### src/rtl/instr_fetch_queue.sv
// Fetch stage: owns the PC, reads 16-bit words from instruction memory and queues {instr, pc} for decode.
// Define IFQ_BYPASS_EN to forward an acked word straight to decode when the queue is empty.
module instr_fetch_queue #(
  parameter int          DEPTH    = 4,
  parameter logic [15:0] RESET_PC = 16'h0
) (
  input  logic                     clock,
  input  logic                     reset_n,
  output logic                     imem_req,
  output logic [15:0]              imem_addr,
  input  logic                     imem_ack,
  input  logic [15:0]              imem_rdata,
  output logic                     instr_valid,
  input  logic                     instr_ready,
  output logic [15:0]              instr,
  output logic [15:0]              instr_pc,
  input  logic                     redirect_valid,
  input  logic [15:0]              redirect_pc,
  output logic [$clog2(DEPTH):0]   q_count
);

  localparam int PW = $clog2(DEPTH);
  localparam int CW = PW + 1;
  localparam logic [CW-1:0] DEPTH_C  = CW'(DEPTH);
  localparam logic [15:0]   START_PC = RESET_PC & 16'hFFFE;

  typedef enum logic [1:0] {IDLE, REQ, DISCARD} state_e;

  state_e         state_q, state_d;
  logic [15:0]    addr_q, addr_d;
  logic [15:0]    fetchPc_q, fetchPc_d;
  logic [CW-1:0]  count_q, count_d;
  logic [PW-1:0]  head_q, tail_q;
  logic [15:0]    memInstr_q [DEPTH];
  logic [15:0]    memPc_q [DEPTH];

  logic [15:0]    redirTarget;
  logic           ackHit, doPush, doPop, bypassTake, space;

  assign redirTarget = redirect_pc & 16'hFFFE;
  assign ackHit      = (state_q == REQ) && imem_ack && !redirect_valid;
  assign doPush      = ackHit && !bypassTake;
  assign doPop       = !redirect_valid && (count_q != '0) && instr_ready;

`ifdef IFQ_BYPASS_EN
  logic bypassHit;
  assign bypassHit   = ackHit && (count_q == '0);
  assign bypassTake  = bypassHit && instr_ready;
  assign instr_valid = (count_q != '0) || bypassHit;
  assign instr       = bypassHit ? imem_rdata : memInstr_q[head_q];
  assign instr_pc    = bypassHit ? addr_q : memPc_q[head_q];
`else
  assign bypassTake  = 1'b0;
  assign instr_valid = (count_q != '0);
  assign instr       = memInstr_q[head_q];
  assign instr_pc    = memPc_q[head_q];
`endif

  assign imem_req  = (state_q != IDLE);
  assign imem_addr = addr_q;
  assign q_count   = count_q;

  // A new request is only issued when the post-edge occupancy leaves a slot for its data.
  always_comb begin
    count_d   = redirect_valid ? '0 : count_q + CW'(doPush) - CW'(doPop);
    fetchPc_d = redirect_valid ? redirTarget : (ackHit ? fetchPc_q + 16'd2 : fetchPc_q);
    space     = (count_d < DEPTH_C);
    state_d   = state_q;
    addr_d    = addr_q;
    case (state_q)
      IDLE: begin
        if (space) begin
          state_d = REQ;
          addr_d  = fetchPc_d;
        end
      end
      REQ: begin
        if (imem_ack) begin
          if (space) begin
            addr_d = fetchPc_d;
          end else begin
            state_d = IDLE;
          end
        end else if (redirect_valid) begin
          state_d = DISCARD;
        end
      end
      DISCARD: begin
        if (imem_ack) begin
          state_d = REQ;
          addr_d  = fetchPc_d;
        end
      end
      default: state_d = IDLE;
    endcase
  end

  always_ff @(posedge clock or negedge reset_n) begin
    if (!reset_n) begin
      state_q   <= IDLE;
      addr_q    <= START_PC;
      fetchPc_q <= START_PC;
      count_q   <= '0;
      head_q    <= '0;
      tail_q    <= '0;
    end else begin
      state_q   <= state_d;
      addr_q    <= addr_d;
      fetchPc_q <= fetchPc_d;
      count_q   <= count_d;
      if (redirect_valid) begin
        head_q <= '0;
        tail_q <= '0;
      end else begin
        if (doPush) tail_q <= tail_q + PW'(1);
        if (doPop)  head_q <= head_q + PW'(1);
      end
    end
  end

  // Entries are cleared on reset so instr/instr_pc read zero before the first fetch.
  always_ff @(posedge clock or negedge reset_n) begin
    if (!reset_n) begin
      for (int i = 0; i < DEPTH; i++) begin
        memInstr_q[i] <= '0;
        memPc_q[i]    <= '0;
      end
    end else if (doPush) begin
      memInstr_q[tail_q] <= imem_rdata;
      memPc_q[tail_q]    <= addr_q;
    end
  end

endmodule

### config.mk
export PLATFORM = sky130hd
export DESIGN_NAME = instr_fetch_queue
export DESIGN_NICKNAME = d
export VERILOG_FILES = /design/src/rtl/instr_fetch_queue.sv
export SDC_FILE = /design/constraint.sdc
export NUM_CORES = 1
export LEC_CHECK = 0
export CAP_MARGIN = 5
export CORE_AREA = 2 2 99 148
export CTS_CLUSTER_DIAMETER = 60
export DETAILED_ROUTE_END_ITERATION = 8
export DIE_AREA = 0 0 101 150
export PLACE_DENSITY = 0.76
export SYNTH_ARGS = -nofsm -noshare
export SYNTH_HDL_FRONTEND = slang
export SYNTH_SLANG_ARGS = --single-unit
### constraint.sdc
create_clock -name clock -period 3 [get_ports clock]
set_input_delay 0.6 -clock clock [delete_from_list [all_inputs] [get_ports clock]]
set_output_delay 0.6 -clock clock [all_outputs]
set_load 0.01 [all_outputs]
; After elaboration in Yosys (flattened, before gate mapping)
; Index checks and enable logic that the tools add are counted.
; Widths: inputs -> output; s select.
[totals]
register_bits = 169
input_bits = 37
out_inout_bits = 53
[classes]
n_addsub = 5
magnitude_cmp = 4
n_eq_ne = 7
muxes = 27
n_bitwise = 2
reduce_logical = 14
[ops]
columns = cell, count
row1 = $mux 16, 10
row2 = $bwmux 64, 2
row3 = $bmux 16 s2, 2
row4 = $pmux 16 s3, 1
row5 = $demux 16 s2, 1
row6 = $mux 2, 9
row7 = $add 16x2->16 const B, 1
row8 = $ge 3x3->1 const B, 2
row9 = $ne 2x2->1 const B, 3
row10 = $ne 3x3->1 const B, 2
row11 = $not 2->3, 2
row12 = $pmux 2 s3, 1
row13 = $reduce_bool 2->1, 3
row14 = $reduce_bool 3->1, 2
row15 = $logic_and 1x1->1, 5
row16 = $add 2x1->2 const B, 2
row17 = $reduce_and 4->1, 1
row18 = $add 3x1->3, 1
row19 = $lt 3x1->1 const B, 1
row20 = $lt 3x3->1 const B, 1
row21 = $mux 3, 1
row22 = $reduce_and 3->1, 1
row23 = $sub 3x1->3, 1
row24 = $eq 2x1->1 const B, 1
row25 = 3 further kinds, 3

; Longest topological paths before layout
; Gate-level depths: netlist (run 1).
[logic_depth]
word_depth = 10
depth_mapped = 14
depth_no_buf = 12

; Least setup slack after synthesis (run 1)
; Ideal clock, no wire load.
[synth_timing]
path_kind = input -> register
startpoint = in redirect_valid
endpoint = reg addr_q[0] (netlist: imem_addr[0])
t_arrival_ps = 2805
path_slack_ps = 70
stages = 13
n_path_buf = 4
cell_sequence = buf_6 buf_2 buf_2 nor2_1 ha_1 inv_1 ha_1 inv_1 fa_1 xnor2_1 a21oi_2 buf_4 mux2_2
[synth_between]
elab_chain_len = 9
word_cells_on_any_way = 14
[synth_lines]
columns = item, line_no
row1 = start: declaration, 17  ; input logic redirect_valid,
row2 = $logic_not 1->1, "41, 43"
row3 = "$logic_and 1x1->1, on equally long branches", "41, 43"
row4 = $add 3x1->3 / $logic_and 1x1->1 (equally long branches), "65, 43"
row5 = $sub 3x1->3, 65  ; count_d = redirect_valid ? '0 : count_q + CW'(doPush) - CW'(doPop);
row6 = $mux 3, 65
row7 = $lt 3x3->1, 67  ; space = (count_d < DEPTH_C);
row8 = $mux 16, "72, 79"
row9 = $mux 16, 78  ; if (imem_ack) begin
row10 = $pmux 16 s3 (*), 70  ; case (state_q)
row11 = end signal: assignment, 108  ; addr_q <= addr_d;
row12 = end: declaration, 30  ; logic [15:0] addr_q, addr_d;
; Mark *: on every way between the ends. The rest lies on a longest branch, timed or not. The select of a mux whose other input is x is not followed.
; A chain may end at the register's enable or synchronous reset.

; Final worst setup path (run 1)
[layout_timing]
startpoint = in redirect_valid
endpoint = reg addr_q[8] (netlist: imem_addr[8])
; The elaborated chain is that of the path after synthesis.

==> flow_summary.yaml, run 1 <==
hold_path:
  min_path_type: "in -> async"
finish:
  antenna_cells: 0
  layout-drive-gt1-share_pct: 39.32
  synthToLayoutAreaGrowth_pct: 24.77
  fin_area_um2: 9492
  nNetsFinal: 678
  filler_cell_count: 981
  final_core_utilization_pct: 68.16
synth:
  synth-edff-count: 0
  netlist_top_cells_count: "sky130_fd_sc_hd__dfrtp_1 (169), sky130_fd_sc_hd__mux2_2 (131), sky130_fd_sc_hd__mux4_2 (32)"
  syn-mean-instance-area_um2: 14.63
  synthMostInstantiatedCell: "sky130_fd_sc_hd__dfrtp_1"
  ys_types: 48
  synth_area_leaders: "sky130_fd_sc_hd__dfrtp_1 (56%), sky130_fd_sc_hd__mux2_2 (19%), sky130_fd_sc_hd__mux4_2 (9.5%)"
  netlist_area_um2: 7607
  synth_largest_area_cell: "sky130_fd_sc_hd__dfrtp_1"
  yosys_warnings: 0
  total_of_flip_flops_plus_latches_after_synthesis: 169
  synth_ff_type: "sky130_fd_sc_hd__dfrtp_1"
  asyncSetResetFlopFracSynth_pct: 100.0
  synth_fp_nets: 565
  gate_count_of_the_mapped_netlist: 520
  synth_seq_area_share_pct: 55.59
  synth_top_area_share_pct: 55.59
critical_path:
  slowest_stage: "sky130_fd_sc_hd__clkdlybuf4s50_1"
  cp_slowest_stage_delay_ns: 0.57
  worst-endpoint-arrival_ns: 3.23
  cp.required_ns: 3.31
  path_max_fanout: 5
  cp_cell_sequence: "clkdlybuf4s50_1 -> nor2_8 -> inv_2 -> ha_4 -> inv_1 -> ha_2 -> inv_2 -> fa_2 -> xnor2_2 -> a21oi_2 -> buf_6 -> mux2_2"
  crit_type: "in -> reg"
  cp_top_family: "buffers and inverters"
  r2r.worst_path.cells: 12
  critical_path_buf_inv_count: 5
  launch_point_of_the_worst_reg_to_reg_path: "state_q[1]$_DFFE_PN0P_"
  critPathLaunchType: "input pin"
  critical_path.endpoint_type: "flop"
  worst_path_most_repeated_cell: "sky130_fd_sc_hd__inv_2"
  regToRegEndpoint: "imem_addr[8]$_DFFE_PN0P_"
  timing.reg2reg.setup_slack_ns: 0.08
power:
  p_leak_nw: 4.292
  power_per_cell_area_nw_per_um2: 986.2
  irDropWorstVdd_mv: 0.5358
clock_tree:
  cts_made_buffers: 17
  cts.htree.levels: 4
  worst_skew_pair_later_pin_latency_ns: 0.42
  cts.reportedPaths.clkPinSlew_ns: 0.07
  hold_fix_buffers_at_cts: 0
  cts_root_buf: "sky130_fd_sc_hd__clkbuf_16"
  clock-sinks: 169
  cts.path.max_buffers: 2
  tritoncts: "done"
route:
  drtIter0Drc: 189
  drt_pre_antenna_iters: 4
  routed_wire_length_per_instance_um: 19.83
  remaining_drc_errors: 0
  route.antenna.remaining_nets: 0
  vias_per_cell: 5.790
  num_vias: 4696
  detail_route.wirelength_um: 16090
placed_design:
  io_buffer_count: 88
  gp_congestion: 0.8185
  hpwl_um: 10610
  placed_cell_area_um2: 8786
sta:
  finalCritPeriodShare_pct: 97.47
  setup_violations: 0
  final-max-slew-violation-count: 0
  rsz_0062_raised_after_global_routing: "no"
  timing.clock.skew_ns: 0.008548
  final.setup.tns_ns: 0
  maxClockFrequency_mhz: 342.0
  hold_slack_ns: 0.1933
  period_minus_slack_ns: 2.924
  report.final.hold_viol_count: 0
  timing.max_slew.rel_slack_pct: 57.17
  timing_worst_slew_pin_value_ns: 0.6425
die:
  floorplan.die.height_um: 150
  design.die.area_um2: 15150
  die_width_um: 101
  rows: 53
  top_level_ports: 90
  total_core_area_um2: 13930
  initial_core_utilization_pct: 54.63
run:
  cap_violations: 0
global_routing:
  grt_max_degree: 72
  number_of_antenna_violations_at_the_first_check_in_global_routing: 0
  grtUsageTotal_pct: 22.24
  grt_pass1_wl_um: 25770
  grt_pass1_vias: 5053
  gr-total-overflow: 0
status:
  status: "finished, final reports clean"
## state kept, by name (all words and copies together), names as in the netlist
signal / flops
fetchPc_q: 16
head_q: 2
imem_addr: 16
memInstr_q: 64
memPc_q: 64
q_count: 3
state_q: 2
tail_q: 2
## how the worst max path moves through the flow
stage	from	endpoint	slack, ns	depth (start not counted)
global placement	imem_ack	imem_addr[7]$_DFFE_PN0P_	-0.32	13
global route	state_q[1]$_DFFE_PN0P_	imem_addr[6]$_DFFE_PN0P_	0.005	12
floorplan	redirect_valid	imem_addr[0]$_DFFE_PN0P_	0.07	13
finish	redirect_valid	imem_addr[8]$_DFFE_PN0P_	0.08	12
detailed placement	imem_ack	imem_addr[7]$_DFFE_PN0P_	-0.45	13
CTS	imem_ack	imem_addr[7]$_DFFE_PN0P_	0.03	13
## cells by family after synthesis
| group | Yosys count | synth area share [%] |
|---|---|---|
| AND/OR/NAND/NOR | 79 | 5.757 |
| adder cells (fa/ha/maj) | 9 | 1.546 |
| flip-flops | 169 | 55.59 |
| multiplexers | 168 | 29.59 |
| AO/OA/AOI/OAI | 38 | 3.010 |
| buffers and inverters | 43 | 2.895 |
| XOR/XNOR | 14 | 1.612 |
## per-layer routing
layer  global-route usage, %  share of wire [%]  vias to the layer above
li1                        -                  -                     2108
met1                   26.53                 40                     2461
met2                   40.00                 55                      106
met3                   4.531                3.4                       21
met4                   7.095                1.6                        0
met5                       0                  0                        -
## what timing repair did
| item | CTS | global route |
|---|---|---|
| setup buffers | 1 | 5 |
| pin swaps | 1 | 5 |
| setup endpoints to repair | 2 | 16 |
| resized for setup | 0 | 15 |
| gates cloned | 0 | 1 |
## stage by stage
stage | worst slack [ns] | instances | power [mW]
floorplan | 0.07042 | 520 | 5.505
global placement | -0.3161 | 772 | 6.899
detailed placement | -0.4472 | 772 | 7.080
CTS | 0.03171 | 805 | 9.332
global route | 0.005099 | 811 | 9.857
finish | 0.07576 | 811 | 9.361
## worst register-to-register path: cells and delay by family (launching register included)
kind            cells  cell delay (ns)
fa+ha+maj           3             0.79
xor+xnor            1             0.16
flops               1             0.44
compound gates      1             0.27
simple gates        2             0.47
mux                 1             0.34
buf+inv             4             0.34
## layout by cell type, fill, tap and decap left out, types with 3 or more instances in the layout
cell type	netlist	final
sky130_fd_sc_hd__nand3_1	5	5
sky130_fd_sc_hd__mux2_2	131	130
sky130_fd_sc_hd__ha_1	7	5
sky130_fd_sc_hd__buf_12	0	4
sky130_fd_sc_hd__clkinv_2	0	3
sky130_fd_sc_hd__o21ai_0	15	15
sky130_fd_sc_hd__xnor2_1	8	7
sky130_fd_sc_hd__a21oi_1	6	6
sky130_fd_sc_hd__dfrtp_1	169	167
sky130_fd_sc_hd__and3_1	3	3
sky130_fd_sc_hd__clkinv_4	0	4
sky130_fd_sc_hd__nor2_1	17	16
sky130_fd_sc_hd__mux4_2	32	32
sky130_fd_sc_hd__mux2i_1	4	4
sky130_fd_sc_hd__nand4_1	4	4
sky130_fd_sc_hd__nand2_2	4	5
sky130_fd_sc_hd__clkdlybuf4s50_1	0	86
sky130_fd_sc_hd__buf_6	1	4
sky130_fd_sc_hd__nor2b_1	3	3
sky130_fd_sc_hd__xor2_1	6	6
sky130_fd_sc_hd__bufinv_16	0	3
sky130_fd_sc_hd__clkbuf_16	0	17
sky130_fd_sc_hd__a31oi_1	3	3
sky130_fd_sc_hd__nand2_1	28	27
sky130_fd_sc_hd__inv_1	14	12
sky130_fd_sc_hd__buf_4	10	26
## power breakdown
group	switching (mW)	internal (mW)	leakage, nW	total (mW)
logic	1.31	2.18	1.83	3.48
registers	0.560	3.10	2.17	3.66
clock network	0.904	1.31	0.291	2.22
## layout make-up
class	instances	area, um^2	share of cell area, %
Multi-Input combinational cell	308	3197	33.68
Clock inverter	14	172.7	1.819
Sequential cell	169	4232	44.58
Inverter	15	56.30	0.5932
Tap cell	165	206.4	2.175
Timing Repair Buffer	122	1199	12.63
Clock buffer	18	429.2	4.521
No activity file was read; power rests on OpenSTA's default activity.
==> run 2: changes to the inputs <==
ABC_CLOCK_PERIOD_IN_PS = 3000   (was default)
CORE_AREA = 5 5 102 151   (was 2 2 99 148)
DIE_AREA = 0 0 107 156   (was 0 0 101 150)
==> run 2 against run 1 <==
Net effect:
- core utilization decreased by 0.27 points
- register-to-register slack improved by 0.06 ns
- critical path depth decreased by 1
- critical endpoint is now imem_addr[6]$_DFFE_PN0P_
- worst setup slack improved by 0.045 ns
==> flow_summary.yaml, run 2 (synthesized netlist as in run 1, its figures left out) <==
global_routing:
  met1_global_route_usage_pct: 24.91
  grt_pass1_wl_um: 26650
  grt.met3_usage_pct: 4.555
  globalRouteMet2Util_pct: 36.28
  gr-total-overflow: 0
  global_route.peak_usage_layer: "met2"
  grtUsageTotal_pct: 20.51
  grt_pass1_vias: 5215
  grt_max_degree: 76
  number_of_antenna_violations_at_the_first_check_in_global_routing: 0
finish:
  layout_common_cells: "sky130_fd_sc_hd__dfrtp_1 (167), sky130_fd_sc_hd__mux2_2 (131), sky130_fd_sc_hd__clkdlybuf4s50_1 (86)"
  layout-drive-gt1-share_pct: 38.35
  final_cells: 809
  nNetsFinal: 676
  reg.largest.list: "memInstr_q: 64 flops, memPc_q: 64 flops"
  sequential_cell_area_um2: 4232
  final_common_cell: "sky130_fd_sc_hd__dfrtp_1"
  antenna_cells: 0
  synthToLayoutAreaGrowth_pct: 24.28
  fin_area_um2: 9454
  filler_cell_count: 1005
  multiInputGateArea_um2: 3176
die:
  design.die.area_um2: 16690
  floorplan.die.height_um: 156
  die_width_um: 107
  top_level_ports: 90
  rows: 53
  initial_core_utilization_pct: 54.63
  total_core_area_um2: 13930
placed_design:
  hpwl_um: 10710
  placed_cell_area_um2: 8791
  detailedPlace.worstSlack_ns: -0.4300
  io_buffer_count: 88
  placed_cells_incl_taps: 771
  gp_congestion: 0.8210
clock_tree:
  clock-sinks: 169
  cts.reportedPaths.clkPinSlew_ns: 0.07
  tritoncts: "done"
  cts.htree.levels: 4
  cts_made_buffers: 17
  cts.path.max_buffers: 2
  cts_root_buf: "sky130_fd_sc_hd__clkbuf_16"
  worst_skew_pair_later_pin_latency_ns: 0.42
sta:
  timing_worst_slew_pin_value_ns: 0.7238
  final-max-slew-violation-count: 0
  setup_violations: 0
  finalCritPeriodShare_pct: 95.97
  timing.max_slew.rel_slack_pct: 51.75
  timing.clock.skew_ns: 0.01475
  hold_slack_ns: 0.2052
  period_minus_slack_ns: 2.879
  final_critical_path_setup_slack_ns: 0.1210
  maxClockFrequency_mhz: 347.3
  report.final.hold_viol_count: 0
power:
  p_seq_share_pct: 39.3
  pwr-share-clk_pct: 23.2
  share_comb_of_total_power_pct: 37.5
  p_leak_nw: 4.289
  total_switching_power_mw: 2.800
  irDropWorstVdd_mv: 0.6500
  p_sw_share_pct: 30.27
  internal_power_mw: 6.452
  power_per_cell_area_nw_per_um2: 978.7
route:
  drtIter0Drc: 108
  routed_wire_length_per_instance_um: 19.73
  remaining_drc_errors: 0
  num_vias: 4635
  drt_pre_antenna_iters: 4
  detail_route.wirelength_um: 15960
  vias_per_cell: 5.729
  route.antenna.remaining_nets: 0
critical_path:
  critPathLaunchType: "input pin"
  worst-endpoint-arrival_ns: 3.17
  critical_path.endpoint_type: "flop"
  cp.required_ns: 3.29
  crit_type: "in -> reg"
  path_max_fanout: 7
status:
  status: "finished, final reports clean"
hold_path:
  min_path_type: "in -> async"
run:
  cap_violations: 0
-- run 2: power by group through the flow --
stage               clock network, mW  registers [mW]  logic (mW)
floorplan                           0            3.53        1.98
global placement                    0            3.59        3.32
detailed placement                  0            3.68        3.42
CTS                              2.20            3.64        3.45
global route                     2.30            3.74        3.75
finish                           2.15            3.63        3.47
-- run 2: final cells by class --
cell class | count | share of cell area, %
clock buffers | 17 | 4.500
clock inverters | 15 | 1.641
well taps | 165 | 2.184
repair buffers | 120 | 12.73
flip-flops and latches | 169 | 44.76
multi-input cells | 308 | 33.59
inverters | 15 | 0.5956
-- run 2: routing by layer --
metal	share of wire, %	up-vias	routed length (um)
met1	41	2414	6531
li1	-	2109	-
met5	0	-	0
met2	54	96	8674
met3	3.0	16	474
met4	1.8	0	282
-- run 2: path summary, 6_finish.rpt --
path,from,slack [ns],depth (start not counted),end
max,redirect_valid,0.12,11,imem_addr[6]$_DFFE_PN0P_
min reg2reg,memPc_q[13]$_DFFE_PN0P_,0.49,2,memPc_q[13]$_DFFE_PN0P_
max reg2reg,q_count[0]$_DFF_PN0_,0.14,12,imem_addr[6]$_DFFE_PN0P_
min in group clock,memPc_q[13]$_DFFE_PN0P_,0.49,2,memPc_q[13]$_DFFE_PN0P_
max in group asynchronous,reset_n,2.10,2,memInstr_q[42]$_DFFE_PN0P_
min,reset_n,0.21,1,memInstr_q[56]$_DFFE_PN0P_
-- run 2: per-stage QoR --
stage	TNS [ns]	power, mW	utilization [%]
floorplan	0	5.505	-
global placement	-5.254	6.914	63.13
detailed placement	-6.922	7.095	63.13
CTS	0	9.286	67.35
global route	-0.03969	9.788	67.89
finish	0	9.252	67.89
-- run 2: critical path, cell delays in order --
cell and delay [ns]:
sky130_fd_sc_hd__clkdlybuf4s50_1 0.65, sky130_fd_sc_hd__nor2_1 0.11, sky130_fd_sc_hd__ha_1 0.31, sky130_fd_sc_hd__inv_1 0.06, sky130_fd_sc_hd__ha_1 0.13, sky130_fd_sc_hd__inv_1 0.06, sky130_fd_sc_hd__fa_2 0.41, sky130_fd_sc_hd__xnor2_2 0.16
sky130_fd_sc_hd__a21oi_2 0.20, sky130_fd_sc_hd__buf_6 0.16, sky130_fd_sc_hd__mux2_2 0.34
-- run 2: timing repair --
item                                    CTS  global route
setup buffers                             0             6
resized for setup                         1             9
endpoints found under the setup margin    1            16
pin swaps                                 0             9
hold buffers                              0             0
cloned                                    0             0
==> run 3: changes to the inputs <==
ABC_CLOCK_PERIOD_IN_PS = default   (was 3000)
PLACE_DENSITY = 0.83   (was 0.76)
==> run 3 against run 2 <==
Net effect:
- register-to-register slack got worse by 0.05 ns
- critical path depth rose by 2
- combinational power rose by 6.9%
- global-route usage rose by 1.0 points
- sequential cell count did not move
- largest cell class unchanged
- largest power group is now combinational logic
==> flow_summary.yaml, run 3 (synthesized netlist as in run 1, its figures left out) <==
global_routing:
  grt_pass1_vias: 5454
  gr-total-overflow: 0
  number_of_antenna_violations_at_the_first_check_in_global_routing: 0
  grt_pass1_wl_um: 27870
  grtUsageTotal_pct: 21.50
  grt_max_degree: 69
route:
  route.antenna.remaining_nets: 0
  drt_pre_antenna_iters: 4
  routed_wire_length_per_instance_um: 20.59
  num_vias: 4684
  detail_route.wirelength_um: 16620
  remaining_drc_errors: 0
  vias_per_cell: 5.804
  drtIter0Drc: 216
finish:
  final_common_cell: "sky130_fd_sc_hd__dfrtp_1"
  nNetsFinal: 676
  final_core_utilization_pct: 68.86
  filler_cell_count: 948
  layout-drive-gt1-share_pct: 38.63
  layout_common_cells: "sky130_fd_sc_hd__dfrtp_1 (168), sky130_fd_sc_hd__mux2_2 (126), sky130_fd_sc_hd__clkdlybuf4s50_1 (85)"
  antenna_cells: 0
  reg.largest.list: "memInstr_q: 64 flops, memPc_q: 64 flops"
  final_cells: 807
  synthToLayoutAreaGrowth_pct: 26.05
sta:
  rsz_0062_raised_after_global_routing: "yes"
  timing_worst_slew_pin_value_ns: 0.5418
  final-max-slew-violation-count: 0
  report.final.hold_viol_count: 0
  timing.clock.skew_ns: 0.01090
  final.setup.tns_ns: 0
  final_critical_path_setup_slack_ns: 0.09200
  period_minus_slack_ns: 2.908
  hold_slack_ns: 0.1553
  finalCritPeriodShare_pct: 96.93
  setup_violations: 0
  maxClockFrequency_mhz: 343.9
  timing.max_slew.rel_slack_pct: 63.88
power:
  share_comb_of_total_power_pct: 38.1
  total_switching_power_mw: 2.806
  p_seq_share_pct: 37.3
  pwr-share-clk_pct: 24.6
  irDropWorstVdd_mv: 0.6256
  p_leak_nw: 4.341
  p_sw_share_pct: 28.76
  power_per_cell_area_nw_per_um2: 1017
  internal_power_mw: 6.951
critical_path:
  cp_slowest_stage_delay_ns: 0.39
  slowest_stage: "sky130_fd_sc_hd__or3_4"
  critical_path_buf_inv_count: 4
  cp_top_family: "adder cells"
  timing.reg2reg.setup_slack_ns: 0.09
  cp_cell_sequence: "or3_4 -> nand2_2 -> nor2_1 -> ha_1 -> inv_2 -> ha_4 -> inv_2 -> fa_2 -> xnor2_2 -> a21oi_2 -> buf_6 -> buf_12 -> mux2_2"
  critPathLaunchType: "flop"
  r2r.worst_path.cells: 13
  cp.required_ns: 3.30
  crit_type: "reg -> reg"
  launch_point_of_the_worst_reg_to_reg_path: "q_count[1]$_DFF_PN0_"
  worst_path_most_repeated_cell: "sky130_fd_sc_hd__inv_2"
  worst-endpoint-arrival_ns: 3.20
  path_max_fanout: 6
  critical_path.endpoint_type: "flop"
  regToRegEndpoint: "imem_addr[5]$_DFFE_PN0P_"
clock_tree:
  cts_root_buf: "sky130_fd_sc_hd__clkbuf_16"
  cts.reportedPaths.clkPinSlew_ns: 0.07
  cts.htree.levels: 4
  tritoncts: "done"
  worst_skew_pair_later_pin_latency_ns: 0.41
  cts_made_buffers: 17
  cts.path.max_buffers: 2
  clock-sinks: 169
die:
  die_width_um: 107
  design.die.area_um2: 16690
  top_level_ports: 90
  floorplan.die.height_um: 156
  total_core_area_um2: 13930
  rows: 53
  initial_core_utilization_pct: 54.63
status:
  status: "finished, final reports clean"
placed_design:
  placed_cells_incl_taps: 768
  gp_congestion: 0.8309
  io_buffer_count: 88
  detailedPlace.worstSlack_ns: -0.4426
  hpwl_um: 10780
hold_path:
  min_path_type: "in -> async"
run:
  cap_violations: 0
## run 3: area by class of cell
class,instances,area [um^2],area share [%]
tap,165,206.4,2.153
clock buffer,20,466.7,4.867
clock inverter,10,192.7,2.009
multi-input combinational,308,3207,33.44
inverter,15,56.30,0.5872
timing repair buffer,120,1230,12.83
sequential,169,4230,44.12
## run 3: how the worst max path moves through the flow
stage	depth (start not counted)	to	slack (ns)	startpoint
floorplan	13	imem_addr[0]$_DFFE_PN0P_	0.07	redirect_valid
global placement	13	imem_addr[3]$_DFFE_PN0P_	-0.34	imem_ack
detailed placement	13	imem_addr[4]$_DFFE_PN0P_	-0.44	imem_ack
CTS	14	imem_addr[12]$_DFFE_PN0P_	0.03	q_count[0]$_DFF_PN0_
global route	13	imem_addr[4]$_DFFE_PN0P_	-0.004	q_count[1]$_DFF_PN0_
finish	13	imem_addr[5]$_DFFE_PN0P_	0.09	q_count[1]$_DFF_PN0_
## run 3: timing repair
item                                    4_1_cts  5_1_grt
endpoints found under the setup margin       11       16
cloned                                        3        0
pin swaps                                     7        6
buffers inserted                              6        0
hold buffers                                  0        0
resized for setup                             9        9
## run 3: power groups by stage
stage,clock network [mW],logic (mW),registers [mW]
floorplan,0,1.98,3.53
finish,2.40,3.71,3.64
global placement,0,3.32,3.58
CTS,2.44,3.74,3.65
global route,2.54,3.98,3.75
detailed placement,0,3.45,3.68
## run 3: metrics by stage
step	cell area, um^2	power [mW]
final	9589	9.757
after global routing	9589	10.27
after CTS	9565	9.827
after detailed placement	8768	7.130
after global placement	8768	6.902
after floorplan	7607	5.505
## run 3: per-layer routing
metal	vias up	share of wire [%]	global-route usage [%]
met5	-	0	0
met4	0	2.0	8.410
met3	25	2.8	3.602
met2	109	56	39.37
met1	2449	39	25.01
li1	2101	-	-
